--- config.mk ---
export PLATFORM = sky130hd
export DESIGN_NAME = byte_pair_word_assembler
export DESIGN_NICKNAME = d
export VERILOG_FILES = /design/src/rtl/byte_pair_word_assembler.sv
export SDC_FILE = /design/constraint.sdc
export NUM_CORES = 1
export LEC_CHECK = 0
export CELL_PAD_IN_SITES_DETAIL_PLACEMENT = 1
export CELL_PAD_IN_SITES_GLOBAL_PLACEMENT = 1
export CORE_MARGIN = 2
export CORE_UTILIZATION = 52
export DETAILED_ROUTE_END_ITERATION = 8
export DONT_BUFFER_PORTS = 1
export PLACE_DENSITY_LB_ADDON = 0.1
export SLEW_MARGIN = 20
export SYNTH_ARGS = -nofsm -noshare
export SYNTH_HDL_FRONTEND = slang
export SYNTH_SLANG_ARGS = --single-unit
--- constraint.sdc ---
create_clock -name clk -period 3.19 [get_ports clk]
set_input_delay 0.4785 -clock clk [delete_from_list [all_inputs] [get_ports clk]]
set_output_delay 0.4785 -clock clk [all_outputs]
set_load 0.01 [all_outputs]
--- src/rtl/byte_pair_word_assembler.sv ---
`default_nettype none
// ============================================================================
//  Module      : byte_pair_word_assembler
//  Description : Rebuilds 16-bit words from a valid/ready byte stream. Pairs
//                of bytes are packed in the configured byte order and
//                presented through a one-entry output register. A flush
//                emits a padded partial word. A running counter tracks the
//                words taken by the consumer.
//  Revision    : 1.0 - initial release
// ============================================================================
module byte_pair_word_assembler #(
    parameter bit          SWAP  = 1'b1,
    parameter logic [7:0]  PAD   = 8'h00,
    parameter int unsigned CNT_W = 16
) (
    input  logic             clk,
    input  logic             rst_n,
    input  logic [7:0]       in_data,
    input  logic             in_valid,
    output logic             in_ready,
    input  logic             flush,
    output logic [15:0]      out_data,
    output logic             out_valid,
    input  logic             out_ready,
    output logic             out_partial,
    output logic [CNT_W-1:0] word_count
);

    // Assembler states: no byte held / first byte of a pair held
    localparam logic [0:0] c_EMPTY = 1'b0;
    localparam logic [0:0] c_HALF  = 1'b1;

    localparam logic [CNT_W-1:0] c_CNT_ONE = {{(CNT_W-1){1'b0}}, 1'b1};

    logic [0:0]       r_state;
    logic [0:0]       w_state_next;
    logic [7:0]       r_hold;
    logic [15:0]      r_out_data;
    logic             r_out_valid;
    logic             r_out_partial;
    logic [CNT_W-1:0] r_word_count;

    logic             w_slot_free;
    logic             w_in_ready;
    logic             w_in_xfer;
    logic             w_out_xfer;
    logic             w_load_full;
    logic             w_load_flush;
    logic             w_load;
    logic [15:0]      w_full_word;
    logic [15:0]      w_pad_word;
    logic [15:0]      w_next_data;

    // The output slot can take a new word if empty or being drained now
    assign w_slot_free = !r_out_valid || out_ready;

    // The first byte of a pair never waits; only the completing byte is
    // held off while the output slot is blocked.
    assign w_in_ready  = (r_state == c_EMPTY) ? 1'b1 : w_slot_free;

    assign w_in_xfer   = in_valid && w_in_ready;
    assign w_out_xfer  = r_out_valid && out_ready;

    // In HALF an accepted byte always implies a free slot (see w_in_ready).
    // A byte arriving together with flush wins and the flush is discarded.
    assign w_load_full  = (r_state == c_HALF) && w_in_xfer;
    assign w_load_flush = (r_state == c_HALF) && !w_in_xfer && flush && w_slot_free;
    assign w_load       = w_load_full || w_load_flush;

    // Byte placement within the assembled word
    if (SWAP) begin : g_swap
        assign w_full_word = {in_data, r_hold};
        assign w_pad_word  = {PAD, r_hold};
    end else begin : g_noswap
        assign w_full_word = {r_hold, in_data};
        assign w_pad_word  = {r_hold, PAD};
    end

    assign w_next_data = w_load_full ? w_full_word : w_pad_word;

    // Next-state decision for the pairing state machine
    always_comb begin
        w_state_next = r_state;
        case (r_state)
            c_EMPTY: begin
                if (w_in_xfer) begin
                    w_state_next = c_HALF;
                end
            end
            c_HALF: begin
                if (w_load) begin
                    w_state_next = c_EMPTY;
                end
            end
            default: begin
                w_state_next = c_EMPTY;
            end
        endcase
    end

    // State register and capture of the first byte of each pair
    always_ff @(posedge clk or negedge rst_n) begin
        if (!rst_n) begin
            r_state <= c_EMPTY;
            r_hold  <= 8'h00;
        end else begin
            r_state <= w_state_next;
            if ((r_state == c_EMPTY) && w_in_xfer) begin
                r_hold <= in_data;
            end
        end
    end

    // One-entry output register; a load in the draining cycle keeps the
    // stream bubble-free, otherwise a drain empties the slot.
    always_ff @(posedge clk or negedge rst_n) begin
        if (!rst_n) begin
            r_out_data    <= 16'h0000;
            r_out_valid   <= 1'b0;
            r_out_partial <= 1'b0;
        end else if (w_load) begin
            r_out_data    <= w_next_data;
            r_out_valid   <= 1'b1;
            r_out_partial <= w_load_flush;
        end else if (w_out_xfer) begin
            r_out_valid   <= 1'b0;
        end
    end

    // Count words taken downstream (partial words included), wrapping
    always_ff @(posedge clk or negedge rst_n) begin
        if (!rst_n) begin
            r_word_count <= '0;
        end else if (w_out_xfer) begin
            r_word_count <= r_word_count + c_CNT_ONE;
        end
    end

    assign in_ready    = w_in_ready;
    assign out_data    = r_out_data;
    assign out_valid   = r_out_valid;
    assign out_partial = r_out_partial;
    assign word_count  = r_word_count;

endmodule
`default_nettype wire

==> results of run 1 <==
==> cells in the mapped netlist <==
master                      n
sky130_fd_sc_hd__xnor2_1   10
sky130_fd_sc_hd__nor3_1     1
sky130_fd_sc_hd__dfrtp_1   43
sky130_fd_sc_hd__mux2_4     1
sky130_fd_sc_hd__nand3_1    5
sky130_fd_sc_hd__mux2_2    16
sky130_fd_sc_hd__a31oi_1    1
sky130_fd_sc_hd__buf_2      2
sky130_fd_sc_hd__nand4_2    1
sky130_fd_sc_hd__nor2_1     6
sky130_fd_sc_hd__nor3_2     1
sky130_fd_sc_hd__and3_1     3
sky130_fd_sc_hd__buf_6      1
sky130_fd_sc_hd__nor4_4     1
sky130_fd_sc_hd__xor2_1     5
sky130_fd_sc_hd__o21ai_0    1
sky130_fd_sc_hd__nand4_1    2
sky130_fd_sc_hd__and4_1     1
sky130_fd_sc_hd__nand2b_2   1
sky130_fd_sc_hd__ha_1       1
sky130_fd_sc_hd__nand3b_1   1
sky130_fd_sc_hd__inv_1      1
sky130_fd_sc_hd__a22o_1     8
sky130_fd_sc_hd__nand2_1   11
sky130_fd_sc_hd__o211ai_4   1
sky130_fd_sc_hd__nand2b_1   1
==> worst min path at each step <==
stage                     from             to  slack, ns  depth (start not counted)
CTS                 in_data[2]   out_data[10]       0.24                          1
global route        in_data[2]   out_data[10]       0.22                          1
detailed placement       rst_n  word_count[3]       0.18                          0
finish              in_data[2]   out_data[10]       0.26                          1
floorplan                rst_n    out_data[0]       0.18                          0
global placement         rst_n  word_count[3]       0.18                          0
==> layout by cell type (no fill, tap or decap), drive strengths merged <==
cell / instances
mux2: 17
clkbuf: 6
dfrtp: 43
clkinv: 1
nand4: 3
xor2: 5
inv: 1
nand3b: 1
and4: 1
a22o: 8
dlygate4sd3: 1
nor2: 6
ha: 1
nor3: 2
buf: 1
a31oi: 1
xnor2: 10
nand2: 11
o211ai: 1
nand2b: 2
clkinvlp: 1
nor4: 1
nand3: 5
and3: 3
o21ai: 1
==> where the power goes <==
part | switching (mW) | leakage [nW] | total (mW) | internal [mW]
Combinational | 0.113 | 0.278 | 0.264 | 0.151
Sequential | 0.206 | 0.541 | 0.914 | 0.708
Clock | 0.171 | 0.0282 | 0.256 | 0.0851
==> metrics by stage <==
| stage | hold slack, ns | utilization | worst slack [ns] | std cells |
|---|---|---|---|---|
| after global placement | 0.1838 | 0.5417 | 1.703 | 169 |
| after detailed placement | 0.1838 | 0.5417 | 1.674 | 169 |
| after floorplan | 0.1829 | - | 1.772 | 126 |
| after global routing | 0.2167 | 0.5672 | 1.502 | 179 |
| final | 0.2553 | 0.5672 | 1.659 | 179 |
| after CTS | 0.2363 | 0.5672 | 1.637 | 179 |
==> kinds of logic (layout without fill, tap and decap cells) <==
group	Yosys count	after routing	share of synthesized area
AND/OR/NAND/NOR	35	35	0.1149
multiplexers	17	17	0.1120
flip-flops	43	43	0.6174
adder cells (fa/ha/maj)	1	1	0.007178
buffers and inverters	4	11	0.01436
AO/OA/AOI/OAI	11	11	0.05887
XOR/XNOR	15	15	0.07537
==> metal layers <==
layer / routed length [µm] / GRT usage
met3: 259 / 0.08696
met5: 0 / 0
met2: 1681 / 0.3218
met1: 1260 / 0.1862
met4: 27 / 0.05471
==> sequential cells by signal (all words and copies together) (netlist names) <==
signal       cells
word_count      16
r_hold           8
out_valid        1
out_partial      1
r_state          1
out_data        16
==> cell type report <==
class,count,area (µm²),share of cell area
timing repair buffer,2,30.03,0.01612
tap,46,57.56,0.03089
inverter,1,3.754,0.002015
clock buffer,6,41.29,0.02216
sequential,43,1076,0.5776
multi-input combinational,79,641.9,0.3445
clock inverter,2,12.51,0.006716
==> impl_metrics.toml, run 1 <==
[finish]
layout_cells_sized_above_1 = 0.2256
num_antenna_cells = 0
area.growth.synth_to_final_pct = 6.892
design.final.nets = 146
design_area_um2 = 1863
fillCellCount = 330

[clock_network]
cts_buffer_depth = 2
cts_post_setup_buffers_inserted = 0
clkTransAtPathRegs_ns = 0.12
tritoncts = "built"
cts.repair.resized = 0
cts.sink_count = 43
clock_buffer_count_from_cts = 5
root_buffer = "sky130_fd_sc_hd__clkbuf_4"
htreeDepth = 2
clk-insertion-delay-late_ns = 0.36
cts_hold_buffers = 2

[run_status]
result_of_the_run = "complete, no violations"

[drt]
drt.antenna.violating_nets = 0
routed_via_density = 5.693
vias = 1019
drtPass1Iterations = 4
wire_per_inst_um = 18.03
drt_iter0_markers = 35
postRouteWirelength_um = 3228
drc = 0

[die]
core_region_area_um2 = 3284
initial_utilization = 0.5307
io-pin-count = 48
floorplan.die_area_um2 = 3831
floorplan.die.height_um = 61.90
die_width_um = 61.90
floorplan.rows = 21

[yosys]
mappedNetlistArea_um2 = 1743
ys_top_cells_by_area = "sky130_fd_sc_hd__dfrtp_1 62%, sky130_fd_sc_hd__mux2_2 10%, sky130_fd_sc_hd__xnor2_1 5.0%, sky130_fd_sc_hd__a22o_1 4.0%, sky130_fd_sc_hd__xor2_1 2.5%"
synth_sequential_area_ratio = 0.6174
synth_fp_nets = 140
synth_top_cell_area_share = 0.6174
synthesis.area_per_instance_um2 = 13.83
yosys.area.top_type = "sky130_fd_sc_hd__dfrtp_1"
ys_seq_elements = 43
yosysUniqueCellTypes = 26
yosysWarnings = 0
netlist_instances = 126

[power_and_ir_drop]
power_leakage_nw = 0.8473
peakVddDrop_mv = 0.4124
power_per_cell_area_nw_per_um2 = 769.8
totalPowerFinal_mw = 1.434

[job]
drv_cap = 0

[timing]
setup_total_negative_slack_ns = 0
rsz0062_at_grt = "false"
fin_worst_skew_ns = 0.007040
setup_violations = 0
worst_slew_margin_rel = 0.6268
final_hold_viol_count = 0
period_minus_slack_ns = 1.531
tightest_slew_ns = 0.5571
maxClockFrequency_mhz = 653.1
min_period_over_period = 0.4800
timing_max_transition_violations_final = 0

[worst_setup_path]
critPathTopFamily = "flip-flops"
crit_type = "reg -> out"
ff2ff_path_depth = 5
crit-reg2reg-launch = "word_count[0]"
cp-start-kind = "register"
worst-endpoint-required_ns = 2.71
critPathCaptureType = "output pin"
cp_max_fo = 6
cp-startpoint = "out_valid"
worstPathArrival_ns = 1.05
crit_path_cell_trace = "nand3b_1"
crit_path_end = "in_ready"
critical_path_cell_count = 1
slowest_delay_ns = 0.52
buffers_plus_inverters_on_the_worst_setup_path = 0
setup.reg_to_reg.worst_slack_ns = 1.67
crit-reg2reg-capture = "word_count[12]"
crit_path_top_delay_cell = "sky130_fd_sc_hd__dfrtp_1"

[global_routing]
grt_antenna_before_repair = 0
grt_pass1_wl_um = 4823
grt_pass1_vias = 1141
grt.overflow.total = 0
grt_util_all_layers = 0.1801
grt_max_degree = 44

[place]
place_area_um2 = 1779
place_hpwl_um = 2281
placement.io_buffers = 0
globalplace.congestion = 0.7825

[worst_hold_path]
min_path_type = "in -> reg"
No activity file was read; power rests on OpenSTA's default activity.
==> run 2, diff against run 1 <==
CORE_UTILIZATION = 44   (was 52)
clock period = 1.2 ns   (was 3.19 ns; I/O delays follow)
==> impl_metrics.toml, run 2 (synthesis results as in run 1) <==
[global_routing]
grt_pass1_vias = 1387
grt.overflow.total = 0
grt_antenna_before_repair = 0
grt_max_degree = 44
grt_util_all_layers = 0.2371
grt_pass1_wl_um = 7355

[die]
core_region_area_um2 = 3744
io-pin-count = 48
die_width_um = 66.94
initial_utilization = 0.4656
floorplan.die.height_um = 66.94
floorplan.die_area_um2 = 4480
floorplan.rows = 22

[run_status]
result_of_the_run = "finished, violations left"
violations = "setup timing"

[clock_network]
cts_buffer_depth = 2
clock_buffer_count_from_cts = 5
clkTransAtPathRegs_ns = 0.08
tritoncts = "built"
clk-insertion-delay-late_ns = 0.30
cts.sink_count = 43
htreeDepth = 2
root_buffer = "sky130_fd_sc_hd__clkbuf_8"

[worst_setup_path]
critPathTopFamily = "flip-flops"
cp_max_fo = 3
worstPathArrival_ns = 1.63
critPathCaptureType = "register"
buffers_plus_inverters_on_the_worst_setup_path = 3
crit_path_top_delay_cell = "sky130_fd_sc_hd__dfrtp_2"
setup.reg_to_reg.worst_slack_ns = -0.20
cp_common_cell = "sky130_fd_sc_hd__buf_6"
crit-reg2reg-capture = "word_count[7]"
ff2ff_path_depth = 6
crit_path_cell_trace = "nand4_4, buf_4, buf_6, buf_6, nor3_4, xor2_1"
cp-start-kind = "register"
crit-reg2reg-launch = "word_count[0]"
slowest_delay_ns = 0.43
crit_type = "reg -> reg"
worst-endpoint-required_ns = 1.43

[power_and_ir_drop]
power_leakage_nw = 1.208
totalPowerFinal_mw = 5.150
peakVddDrop_mv = 1.460
power_per_cell_area_nw_per_um2 = 2034

[timing]
period_minus_slack_ns = 1.400
setup_violations = 33
timing_max_transition_violations_final = 0
setup_total_negative_slack_ns = -3.139
rsz0062_at_grt = "true"
maxClockFrequency_mhz = 714.5
worst_slew_margin_rel = 0.7636
min_period_over_period = 1.166
tightest_slew_ns = 0.3529
fin_worst_skew_ns = 0.01040
whs_ns = 0.01085
postLayoutSetupSlackWorst_ns = -0.1995
final_hold_viol_count = 0

[place]
placement.io_buffers = 0
place_area_um2 = 2019
globalplace.congestion = 0.7494
place_hpwl_um = 2757

[finish]
design_area_um2 = 2532
num_antenna_cells = 0
design.final.nets = 187
layout.cells.most_common_list = "39 x sky130_fd_sc_hd__dfrtp_1, 24 x sky130_fd_sc_hd__buf_4, 12 x sky130_fd_sc_hd__buf_6"
area.growth.synth_to_final_pct = 45.30
layout_cells_sized_above_1 = 0.5690
final_common_cell = "sky130_fd_sc_hd__dfrtp_1"

[drt]
drt.antenna.violating_nets = 0
vias = 1238
drc = 0
drtPass1Iterations = 4
routed_via_density = 5.577
drt_iter0_markers = 51
wire_per_inst_um = 23.05
postRouteWirelength_um = 5116

[worst_hold_path]
timing.hold.worst_path_depth = 1
min_path_type = "in -> reg"
start_point_of_the_worst_min_delay_path = "in_data[5]"
timing.hold.worst_endpoint = "out_data[13]"

[job]
drv_cap = 0
-- run 2: cell types whose count changed in the layout (fill, tap and decap cells not counted), sizes merged --
cell,change
and3,+1
buf,+38
clkbuf,+2
clkinv,-1
clkinvlp,-1
o211ai,+2
-- run 2: layout make-up --
type                    count  area (µm²)
repair buffers             40       392.9
fillers                   352        1211
flip-flops and latches     43        1081
well taps                  48       60.06
clock buffers               8       100.1
inverters                   1       3.754
multi-input cells          82       894.6
-- run 2: layer usage --
layer | wire length (µm) | vias up | track usage
met3 | 295 | 4 | 0.06926
met2 | 2699 | 34 | 0.3875
met1 | 2051 | 654 | 0.2809
met5 | 0 | - | 0
li1 | - | 546 | -
met4 | 69 | 0 | 0.1250
-- run 2: worst max-delay path by stage --
| stage | slack (ns) | start | cells past startpoint | end |
|---|---|---|---|---|
| 3_5_place_dp | -0.16 | word_count[1] | 5 | word_count[14] |
| 4_1_cts | -0.18 | word_count[1] | 4 | word_count[13] |
| 6_report | -0.20 | word_count[0] | 6 | word_count[7] |
| 2_1_floorplan | -0.06 | word_count[2] | 4 | word_count[13] |
| 5_1_grt | -0.26 | word_count[0] | 4 | word_count[13] |
| 3_3_place_gp | -0.12 | word_count[1] | 5 | word_count[14] |
-- run 2: where the power goes --
part	internal, mW	switching, mW	leakage, nW	total, mW
Clock	0.525	0.477	0.0515	1.00
Combinational	0.995	0.738	0.620	1.73
Sequential	1.90	0.517	0.536	2.42
Total	3.42	1.73	1.21	5.15
-- run 2: per-stage QoR --
stage	cells	util	worst slack, ns
3_5_place_dp	199	0.5394	-0.1558
4_1_cts	218	0.6150	-0.1822
3_3_place_gp	199	0.5394	-0.1158
6_report	222	0.6765	-0.1995
5_1_grt	222	0.6765	-0.2624
2_1_floorplan	126	-	-0.06369
-- run 2: timing repair --
| action | CTS | global route |
|---|---|---|
| buffers inserted | 9 | 6 |
| gates cloned | 3 | 0 |
| hold endpoints to repair | 43 | 43 |
| pin swaps | 13 | 16 |
| gates resized for setup | 18 | 38 |
| endpoints found under the setup margin | 36 | 44 |
